$ cat config.mk
export PLATFORM = sky130hd
export DESIGN_NAME = soi_trace_capture_flat
export DESIGN_NICKNAME = d
export VERILOG_FILES = /design/src/rtl/soi_trace_pkg.sv /design/src/rtl/soi_trace_if.sv /design/src/rtl/soi_trace_fifo.sv /design/src/rtl/soi_trace_capture.sv /design/src/flat_wrapper.sv
export SDC_FILE = /design/constraint.sdc
export NUM_CORES = 1
export LEC_CHECK = 0
export BUFFER_PORTS_ARGS = -buffer_cell sky130_fd_sc_hd__buf_4
export CORE_ASPECT_RATIO = 1.2
export CORE_MARGIN = 2
export CORE_UTILIZATION = 24
export DETAILED_ROUTE_END_ITERATION = 16
export PLACE_DENSITY_LB_ADDON = 0.15
export SLEW_MARGIN = 20
export SYNTH_ARGS = -nofsm -noshare
export SYNTH_HDL_FRONTEND = slang
export SYNTH_SLANG_ARGS = --single-unit
$ cat constraint.sdc
create_clock -name clk -period 6.14 [get_ports clk]
set_input_delay 0.307 -clock clk [delete_from_list [all_inputs] [get_ports clk]]
set_output_delay 0.307 -clock clk [all_outputs]
set_load 0.02 [all_outputs]
$ cat src/rtl/soi_trace_pkg.sv
`default_nettype none
// ============================================================================
// Module   : soi_trace_pkg
// Brief    : Shared types and constants for the SOI change-detect trace stage
// Revision : 1.0 - initial release
// ============================================================================
package soi_trace_pkg;

    // Capture controller states
    typedef enum logic [1:0] {
        ST_IDLE    = 2'd0,
        ST_PRIME   = 2'd1,
        ST_CAPTURE = 2'd2
    } state_t;

    // Width of the dropped-entry counter
    localparam int OVF_W = 16;

    // Width of one FIFO entry {ts, value}. The entry struct itself is declared
    // inside the modules that use it, because its field widths are parameters.
    function automatic int entry_w(input int ts_w, input int value_w);
        return ts_w + value_w;
    endfunction

    // Saturating increment for the overflow counter
    function automatic logic [OVF_W-1:0] sat_inc(input logic [OVF_W-1:0] v);
        return (v == '1) ? v : v + 1'b1;
    endfunction

endpackage
`default_nettype wire

$ cat src/rtl/soi_trace_if.sv
`default_nettype none
// ============================================================================
// Module   : soi_trace_if
// Brief    : valid/ready read port carrying timestamped SOI entries
// Revision : 1.0 - initial release
// ============================================================================
interface soi_trace_if #(
    parameter int WIDTH = 1,
    parameter int TS_W  = 32
);
    logic             rd_valid;
    logic             rd_ready;
    logic [TS_W-1:0]  rd_ts;
    logic [WIDTH-1:0] rd_value;

    // Trace stage drives the entry, consumer drives ready
    modport master (output rd_valid, rd_ts, rd_value, input rd_ready);
    modport slave  (input rd_valid, rd_ts, rd_value, output rd_ready);
endinterface
`default_nettype wire

$ cat src/rtl/soi_trace_fifo.sv
`default_nettype none
// ============================================================================
// Module   : soi_trace_fifo
// Brief    : Synchronous show-ahead FIFO with push/pop/level and sync clear
// Revision : 1.0 - initial release
// ============================================================================
module soi_trace_fifo #(
    parameter int EW    = 33,
    parameter int DEPTH = 16
) (
    input  wire logic                   clk,
    input  wire logic                   rst_n,
    input  wire logic                   clear_i,
    input  wire logic                   push_i,
    input  wire logic [EW-1:0]          data_i,
    input  wire logic                   pop_i,
    output logic      [EW-1:0]          head_o,
    output logic                        full_o,
    output logic                        empty_o,
    output logic      [$clog2(DEPTH):0] level_o
);
    localparam int             AW       = $clog2(DEPTH);
    localparam logic [AW:0]    FULL_LVL = (AW+1)'(DEPTH);

    logic [EW-1:0] mem_q [DEPTH];
    logic [AW-1:0] wr_ptr_q, rd_ptr_q;
    logic [AW:0]   level_q;
    logic          w_pop, w_push;

    assign empty_o = (level_q == '0);
    assign full_o  = (level_q == FULL_LVL);
    assign level_o = level_q;
    // Head is zero while empty so the read port shows clean reset values
    assign head_o  = empty_o ? '0 : mem_q[rd_ptr_q];

    // When full, a push is only accepted if the head leaves in the same cycle
    assign w_pop  = pop_i & ~empty_o;
    assign w_push = push_i & (~full_o | w_pop);

    // Entry storage; no reset needed since the head is gated by empty
    always_ff @(posedge clk) begin
        if (w_push && !clear_i)
            mem_q[wr_ptr_q] <= data_i;
    end

    // Pointers and occupancy; clear discards any push/pop of the same cycle
    always_ff @(posedge clk or negedge rst_n) begin
        if (!rst_n) begin
            wr_ptr_q <= '0;
            rd_ptr_q <= '0;
            level_q  <= '0;
        end else if (clear_i) begin
            wr_ptr_q <= '0;
            rd_ptr_q <= '0;
            level_q  <= '0;
        end else begin
            if (w_push) wr_ptr_q <= wr_ptr_q + 1'b1;
            if (w_pop)  rd_ptr_q <= rd_ptr_q + 1'b1;
            if (w_push && !w_pop)      level_q <= level_q + 1'b1;
            else if (!w_push && w_pop) level_q <= level_q - 1'b1;
        end
    end
endmodule
`default_nettype wire

$ cat src/rtl/soi_trace_capture.sv
`default_nettype none
// ============================================================================
// Module   : soi_trace_capture
// Brief    : Change-detect SOI tracer: timestamps every value change and
//            queues it for a valid/ready consumer
// Revision : 1.0 - initial release
// ============================================================================
module soi_trace_capture
    import soi_trace_pkg::*;
#(
    parameter int WIDTH = 1,
    parameter int TS_W  = 32,
    parameter int DEPTH = 16
) (
    input  wire logic                   clk,
    input  wire logic                   rst_n,
    input  wire logic                   enable,
    input  wire logic                   clear,
    input  wire logic [WIDTH-1:0]       soi_in,
    soi_trace_if.master                 rd,
    output logic      [$clog2(DEPTH):0] level,
    output logic      [OVF_W-1:0]       overflow_cnt,
    output logic                        capturing
);
    localparam int EW = entry_w(TS_W, WIDTH);

    typedef struct packed {
        logic [TS_W-1:0]  ts;
        logic [WIDTH-1:0] value;
    } entry_t;

    state_t           state_q, state_d;
    logic [TS_W-1:0]  ts_q, ts_d;
    logic [WIDTH-1:0] prev_q, prev_d;
    logic [OVF_W-1:0] ovf_q, ovf_d;
    logic             w_push, w_full, w_empty;
    entry_t           w_push_entry, w_head;

    assign w_push_entry = '{ts: ts_q, value: soi_in};

    // Controller, timestamp and change detector; clear overrides everything
    always_comb begin
        state_d = state_q;
        ts_d    = ts_q;
        prev_d  = prev_q;
        w_push  = 1'b0;
        unique case (state_q)
            ST_IDLE: begin
                if (enable) begin
                    state_d = ST_PRIME;
                    ts_d    = '0;
                end
            end
            ST_PRIME: begin
                // Baseline entry always goes in, even if enable just dropped
                w_push  = 1'b1;
                prev_d  = soi_in;
                ts_d    = ts_q + 1'b1;
                state_d = enable ? ST_CAPTURE : ST_IDLE;
            end
            ST_CAPTURE: begin
                if (soi_in != prev_q) begin
                    w_push = 1'b1;
                    prev_d = soi_in;
                end
                if (enable) ts_d    = ts_q + 1'b1;
                else        state_d = ST_IDLE;
            end
            default: state_d = ST_IDLE;
        endcase
        if (clear) begin
            state_d = ST_IDLE;
            ts_d    = '0;
            prev_d  = '0;
            w_push  = 1'b0;
        end
    end

    // A push into a full FIFO is dropped unless the consumer pops that cycle
    always_comb begin
        ovf_d = ovf_q;
        if (clear)
            ovf_d = '0;
        else if (w_push && w_full && !rd.rd_ready)
            ovf_d = sat_inc(ovf_q);
    end

    // State, timestamp, previous value and overflow registers
    always_ff @(posedge clk or negedge rst_n) begin
        if (!rst_n) begin
            state_q <= ST_IDLE;
            ts_q    <= '0;
            prev_q  <= '0;
            ovf_q   <= '0;
        end else begin
            state_q <= state_d;
            ts_q    <= ts_d;
            prev_q  <= prev_d;
            ovf_q   <= ovf_d;
        end
    end

    soi_trace_fifo #(
        .EW    (EW),
        .DEPTH (DEPTH)
    ) u_fifo (
        .clk     (clk),
        .rst_n   (rst_n),
        .clear_i (clear),
        .push_i  (w_push),
        .data_i  (w_push_entry),
        .pop_i   (rd.rd_ready),
        .head_o  (w_head),
        .full_o  (w_full),
        .empty_o (w_empty),
        .level_o (level)
    );

    assign rd.rd_valid   = ~w_empty;
    assign rd.rd_ts      = w_head.ts;
    assign rd.rd_value   = w_head.value;
    assign overflow_cnt  = ovf_q;
    assign capturing     = (state_q == ST_CAPTURE);
endmodule
`default_nettype wire
$ cat src/flat_wrapper.sv
// flat-port wrapper written by rule: the top's interface ports become plain ports
module soi_trace_capture_flat import soi_trace_pkg::*;
#(
    parameter int WIDTH = 1,
    parameter int TS_W  = 32,
    parameter int DEPTH = 16
)
  (clk, rst_n, enable, clear, soi_in, level, overflow_cnt, capturing, rd_rd_valid, rd_rd_ts, rd_rd_value, rd_rd_ready);
  soi_trace_if #(.WIDTH(WIDTH), .TS_W(TS_W)) rd_i ();
  input  wire logic clk;
  input  wire logic rst_n;
  input  wire logic enable;
  input  wire logic clear;
  input  wire logic [WIDTH-1:0] soi_in;
  output logic      [$clog2(DEPTH):0] level;
  output logic      [OVF_W-1:0] overflow_cnt;
  output logic capturing;
  output wire logic [$bits(rd_i.rd_valid)-1:0] rd_rd_valid;
  output wire logic [$bits(rd_i.rd_ts)-1:0] rd_rd_ts;
  output wire logic [$bits(rd_i.rd_value)-1:0] rd_rd_value;
  input wire logic [$bits(rd_i.rd_ready)-1:0] rd_rd_ready;
  assign rd_rd_valid = rd_i.rd_valid;
  assign rd_rd_ts = rd_i.rd_ts;
  assign rd_rd_value = rd_i.rd_value;
  assign rd_i.rd_ready = rd_rd_ready;
  soi_trace_capture #(.WIDTH(WIDTH), .TS_W(TS_W), .DEPTH(DEPTH)) u_core (.clk(clk), .rst_n(rst_n), .enable(enable), .clear(clear), .soi_in(soi_in), .rd(rd_i), .level(level), .overflow_cnt(overflow_cnt), .capturing(capturing));
endmodule
# Word-level counts from Yosys, hierarchy flattened
# Memory sizes are Yosys's and may differ from the RTL's.
# Cells that the tools add are included.
dict set report op_classes {
  addsub 6
  multipliers 0
  div_mod_pow 0
  n_lt_le_gt_ge 0
  n_eq_ne 10
  n_shift 0
  mux 28
  bitwise 5
  n_reduce_logical 21
}
# cell n
set op_table {}
lappend op_table {{32-bit 2-to-1 mux} 3}
lappend op_table {{32-bit one-hot mux with 3 select lines} 1}
lappend op_table {{16-bit 2-to-1 mux} 3}
lappend op_table {{33-bit 2-to-1 mux} 1}
lappend op_table {{32-bit by 1-bit adder with 32-bit output (second input constant)} 1}
lappend op_table {{16-bit by 1-bit adder with 16-bit output (second input constant)} 1}
lappend op_table {{16-bit == test (second input constant)} 1}
lappend op_table {{4-bit 2-to-1 mux} 4}
lappend op_table {{5-bit 2-to-1 mux} 3}
lappend op_table {{3-bit inequality test (second input constant)} 3}
lappend op_table {{4-bit by 1-bit adder with 4-bit output (second input constant)} 2}
lappend op_table {{2-bit 2-to-1 mux} 4}
lappend op_table {{1-bit 2-to-1 mux} 6}
lappend op_table {{2-bit one-hot mux with 3 select lines} 1}
lappend op_table {{2-bit AND reduction} 3}
lappend op_table {{2-bit nonzero test} 3}
lappend op_table {{3-bit nonzero test} 2}
lappend op_table {{5-bit by 1-bit adder with 5-bit output (second input constant)} 1}
lappend op_table {{5-bit == test (second input constant)} 1}
lappend op_table {{1-bit logical AND} 5}
lappend op_table {{5-bit logical NOT} 1}
lappend op_table {{5-bit by 1-bit subtractor with 5-bit output (second input constant)} 1}
lappend op_table {{1-bit logical NOT} 4}
lappend op_table {{1-bit one-hot mux with 2 select lines} 2}
lappend op_table {{other kinds (11)} 13}
dict set report word_totals {
  reg_bits 64
  latch_bits 0
  ram_bits 528
  romBits 0
  out_inout_bits 56
  word_cells 78
  n_memories 1
}
# memory words word_bits rd rd_clocked_by_memory_dff wr line
set mem_list {}
lappend mem_list {u_core.u_fifo.mem_q 16 33 1 0 1 soi_trace_fifo.sv:25} ;# logic [EW-1:0] mem_q [DEPTH];

# Logic depth before layout (Yosys ltp)
dict set report logic_depth {
  ltp_word 10
  depth_mapped 13
  depth_no_buf 11
}

# Cells and area by module
# Synthesis repeated with hierarchy kept, for this count alone.
dict set report unflattened {
  cells_unflattened 1233
  area_unflattened_um2 23776.6
}
# mod instances cells_each area_each_um2 seq_area_each_um2
set by_module_without_submodules {}
lappend by_module_without_submodules {soi_trace_fifo 1 924 20978.9 16180.5}
lappend by_module_without_submodules {soi_trace_capture 1 309 2797.7 1276.2}

# Least setup slack after synthesis
# Ideal clock, no wire load.
dict set report synth_path {
  path_kind {register to register}
  start {register u_core.state_q[0]}
  end {memory u_core.u_fifo.mem_q[0][0] (enable)}
  arrival_time_ns 2.682
  required_time_ns 5.747
  path_slack_ns 3.065
  path_stages_with_launch 8
  n_path_buf 1
  period_less_slack_ns 3.075
  cell_sequence {dfrtp_1 -> inv_1 -> ha_1 -> clkbuf_1 -> a21oi_1 -> nor4_1 -> nor2b_1 -> and2_1}
}
dict set report synth_between {
  elab_chain_len 7
  word_cells_on_any_way 8
}
# item line
set synth_lines {}
lappend synth_lines {{start: declaration} soi_trace_capture.sv:32} ;# state_t state_q, state_d;
lappend synth_lines {{start signal: assignment} soi_trace_capture.sv:96} ;# state_q <= state_d;
lappend synth_lines {{2-bit == test} --}
lappend synth_lines {{via capturing} flat_wrapper.sv:17} ;# output logic capturing;
lappend synth_lines {{1-bit one-hot mux with 2 select lines} soi_trace_capture.sv:47} ;# unique case (state_q)
lappend synth_lines {{1-bit 2-to-1 mux} soi_trace_capture.sv:71} ;# if (clear) begin
lappend synth_lines {{1-bit bitwise AND} soi_trace_fifo.sv:38} ;# assign w_push = push_i & (~full_o | w_pop);
lappend synth_lines {{1-bit logical AND} soi_trace_fifo.sv:42} ;# if (w_push && !clear_i)
lappend synth_lines {{1-bit 2-to-1 mux} soi_trace_fifo.sv:42}
lappend synth_lines {{1-bit 2-to-1 mux (implied by the code)} soi_trace_fifo.sv:43} ;# mem_q[wr_ptr_q] <= data_i;
lappend synth_lines {{end: declaration} soi_trace_fifo.sv:25}
# The timed path passes the listed nets, and every way through them passes these cells.

# Worst setup path after layout
dict set report layout_path {
  start {register u_core.u_fifo.rd_ptr_q[0]}
  end {output rd_rd_ts[4]}
}
dict set report layout_between {
  elab_chain_len 2
}
# item line
set layout_lines {}
lappend layout_lines {{start: declaration} soi_trace_fifo.sv:26} ;# logic [AW-1:0] wr_ptr_q, rd_ptr_q;
lappend layout_lines {{start signal: assignment} soi_trace_fifo.sv:58} ;# if (w_pop) rd_ptr_q <= rd_ptr_q + 1'b1;
lappend layout_lines {{memory read 16 x 33 bit} --}
lappend layout_lines {{33-bit 2-to-1 mux} soi_trace_fifo.sv:34} ;# assign head_o = empty_o ? '0 : mem_q[rd_ptr_q];
lappend layout_lines {{end: declaration} flat_wrapper.sv:19} ;# output wire logic [$bits(rd_i.rd_ts)-1:0] rd_rd_ts;
# No other way between the ends.

==> reports/results.tsv <==
stage	metric	value	unit
run_status	status	complete, no violations	
worst_setup_path	CP Data Arrival Time	3.68	ns
synth	count of cell types in the netlist	47	
die	Die H	349	um
worst_setup_path	Worst setup SP type	flop	
finish	fillcell total	9771	
pwr	Sequential Power Share	45.6	%
synth	post-synthesis async set-or-reset flop share	10.8	%
die	Die W	291	um
synth	register area share after synthesis	73.4	%
synth	Avg Cell Area, Syn	20.1	um^2
timing	Max transition margin	33.6	%
worst_setup_path	CP peak stage delay	1.01	ns
timing	fmax	251	MHz
synth	Syn Inst Count	1184	
synth	syn nets	1206	
timing	Max Slew Vio Count	0	
die	Starting Density	24.2	%
pwr	switching pwr	2480	uW
clocking	postcts setup bufs	0	
placed_design	final RePlAce weighted congestion	0.682	
detailed_routing	number of iterations in the first detailed-routing pass	4	
global_routing	vias in the first global route	12800	
timing	Final Cycle Share	65.0	%
worst_setup_path	CP delay by family, top	multiplexers	
worst_setup_path	critical path data required time	5.83	ns
pwr	internal power	7380	uW
worst_setup_path	CP max-delay cell	dfrtp_4	
global_routing	first-pass GRT wire length	90.4	mm
finish	non-filler cells, final	2604	
worst_setup_path	CP most frequent cell	mux4_2	
pwr	Pwr Density	353	nW/um^2
synth	Netlist Area Pre-Place	23800	um^2
finish	final net count	1300	
pwr	VDD IR max	0.000210	V
placed_design	DP Wirelength	34.0	mm
timing	Slew @ Worst Pin	0.996	ns
placed_design	dpl cells	2487	
pwr	Sw Share	25.1	%
pwr	clock share of power	39.3	%
worst_setup_path	critical path class	reg2out	
detailed_routing	routed wire length per instance	23.5	um
finish	share of cells above drive strength 1	28.0	%
timing	setup TNS	0	ns
detailed_routing	1st-iter DRT viols	706	
synth	yosys warns	0	
die	core area	98400	um^2
detailed_routing	Post-DRT Antenna Nets	0	
global_routing	initial antenna violation count	1	
timing	Hold Fails Final Rpt	0	
clocking	clk slew on worst S/H paths	0.06	ns
clocking	CTS tree	done	
pwr	static leakage	0.00923	uW
die	I/O pins	62	
synth	Synth Flop Type	edfxtp_1	
global_routing	GRT Total Usage	12.2	%
timing	Final Skew	0.0202	ns
detailed_routing	DR vias	11600	
detailed_routing	routed wire length	61.3	mm
pwr	Comb pwr share	15.1	%
timing	RSZ-0062 raised after global routing	no	
flow_run	Max Cap Viol	0	
clocking	clock tree sinks	592	
synth	number of synthesized flops with an enable pin	528	
detailed_routing	DRC	0	
worst_setup_path	crit-path cells	buf_12 > mux4_2 > mux4_2 > and2_1 > buf_4	
global_routing	global route overflow	0	
clocking	clock latency on the worst-skew pair	0.61	ns
worst_setup_path	crit path max fanout	62	
placed_design	I/O Buffers	61	
clocking	clk root buf	clkbuf_16	
synth	Seq cells post-synth	592	
global_routing	pin count of the biggest net entering global routing	68	
clocking	Gates resized, CTS repair	0	
worst_setup_path	Buf+Inv Stages, Crit Path	2	
timing	final setup fails	0	
die	Rows	126	
clocking	total CTS buffers	66	
clocking	CTS Buffer Depth	3	
finish	total inserted antenna cells	0	
hold_path	Hold Path Class	in2reg	
clocking	H-tree depth	3	
finish	Layout area overhead	17.4	%
timing	crit path time final	3.99	ns
die	Die Area	102000	um^2
worst_setup_path	crit path capture type	output pin	
detailed_routing	Via density	4.47	
per-stage QoR:
step           worst slack (ns)  area [um^2]  util [%]  hold slack, ns  power [uW]
5_1_grt                    1.88        27900      28.4          0.0697       10300
2_1_floorplan              3.06        23800         -          0.0114        5610
3_5_place_dp               2.32        25800      26.2           0.520        6130
4_1_cts                    1.97        27900      28.4          0.0277       10100
3_3_place_gp               2.44        25800      26.2           0.529        6140
6_report                   2.15        27900      28.4          0.0690        9850
metal layers:
layer,routed length (um),part of all wire (%),vias to the layer above,GRT usage (%)
met5,0,0,-,0
met4,1470,2.4,0,4.32
met3,2050,3.3,87,1.85
met2,30900,50,202,20.9
met1,26900,44,6288,15.8
li1,-,-,5059,-
cell type report:
class                           instances  area [um^2]  share of cell area [%]
Clock buffer                           90         1870                    6.69
Sequential cell                       592        17500                    62.6
Timing Repair Buffer                   84          676                    2.42
Multi-Input combinational cell        519         6020                    21.6
Clock inverter                         24          223                   0.798
Tap cell                             1280         1600                    5.74
Inverter                               15         56.3                   0.202
logic make-up (layout without fill, tap and decap cells):
group / count (synthesis) / in the layout / share of synthesized area [%]
XOR/XNOR: 19 / 19 / 0.700
AND/OR/NAND/NOR: 222 / 222 / 5.31
adder cells (fa/ha/maj): 16 / 16 / 0.873
flip-flops: 592 / 592 / 73.4
multiplexers: 176 / 176 / 16.1
buffers and inverters: 73 / 213 / 1.48
AO/OA/AOI/OAI: 86 / 86 / 2.14
final timing paths:
path                                            from                   endpoint  slack, ns  cells after the start
max                        u_core.u_fifo.rd_ptr_q[0]                rd_rd_ts[4]       2.15                      5
min                                           soi_in  u_core.u_fifo.mem_q[6][0]       0.07                      1
max reg2reg                        u_core.state_q[1]  u_core.u_fifo.mem_q[0][1]       2.39                      7
min reg2reg                            u_core.prev_q              u_core.prev_q       0.55                      2
max in group asynchronous                      rst_n  u_core.u_fifo.rd_ptr_q[0]       5.04                      2
min in group asynchronous                      rst_n   u_core.u_fifo.level_o[2]       0.36                      2
flip-flops by register name, summed over array words and instances, names as in the netlist:
register                flops
u_core.overflow_cnt        16
u_core.u_fifo.wr_ptr_q      4
u_core.u_fifo.level_o       5
u_core.ts_q                32
u_core.state_q              2
u_core.u_fifo.rd_ptr_q      4
u_core.u_fifo.mem_q       528
u_core.prev_q               1
placed cells by master (no fill, tap or decap), drive strengths merged, types with 8 or more instances in the layout:
master	instances
nor3	10
ha	15
and3	10
nand3	24
buf	81
mux4	165
o21ai	31
nand4	13
clkbuf	90
or4	11
dfrtp	64
xor2	8
nor2b	8
a21oi	29
nor2	34
nand2	29
clkinv	19
o31ai	13
xnor2	11
edfxtp	528
inv	15
or3	13
and2	43
power by group through the flow:
stage	combinational, uW	clock, uW	sequential, uW
final	1490	3870	4490
after global placement	1560	0	4580
after detailed placement	1550	0	4580
after global routing	1630	4150	4500
after floorplan	1110	0	4500
after CTS	1560	4010	4500
cells in the mapped netlist, types with 8 or more instances:
cell type  count  share of area, %
a21oi_1       29              0.61
and2_1        43               1.1
and3_1        10              0.26
buf_1          8              0.13
buf_2         15              0.32
buf_6          8              0.38
clkbuf_1      27              0.43
dfrtp_1       64               6.7
edfxtp_1     528                67
ha_1          15              0.79
inv_1         15              0.24
mux4_2       165                16
nand2_1       29              0.46
nand3_1       24              0.50
nand4_1       12              0.32
nor2_1        34              0.54
nor2b_1        8              0.21
nor3_1        10              0.21
o21ai_0       31              0.65
o31ai_1       13              0.41
or3_1         13              0.34
or4_1         11              0.35
xnor2_1       11              0.40
xor2_1         8              0.29
repair_timing:
action,4_1_cts,5_1_grt
hold buffers,3,0
endpoints found under the hold margin,66,0
endpoints found under the setup margin,0,0
Note: power is estimated with default switching activity, not from simulation.
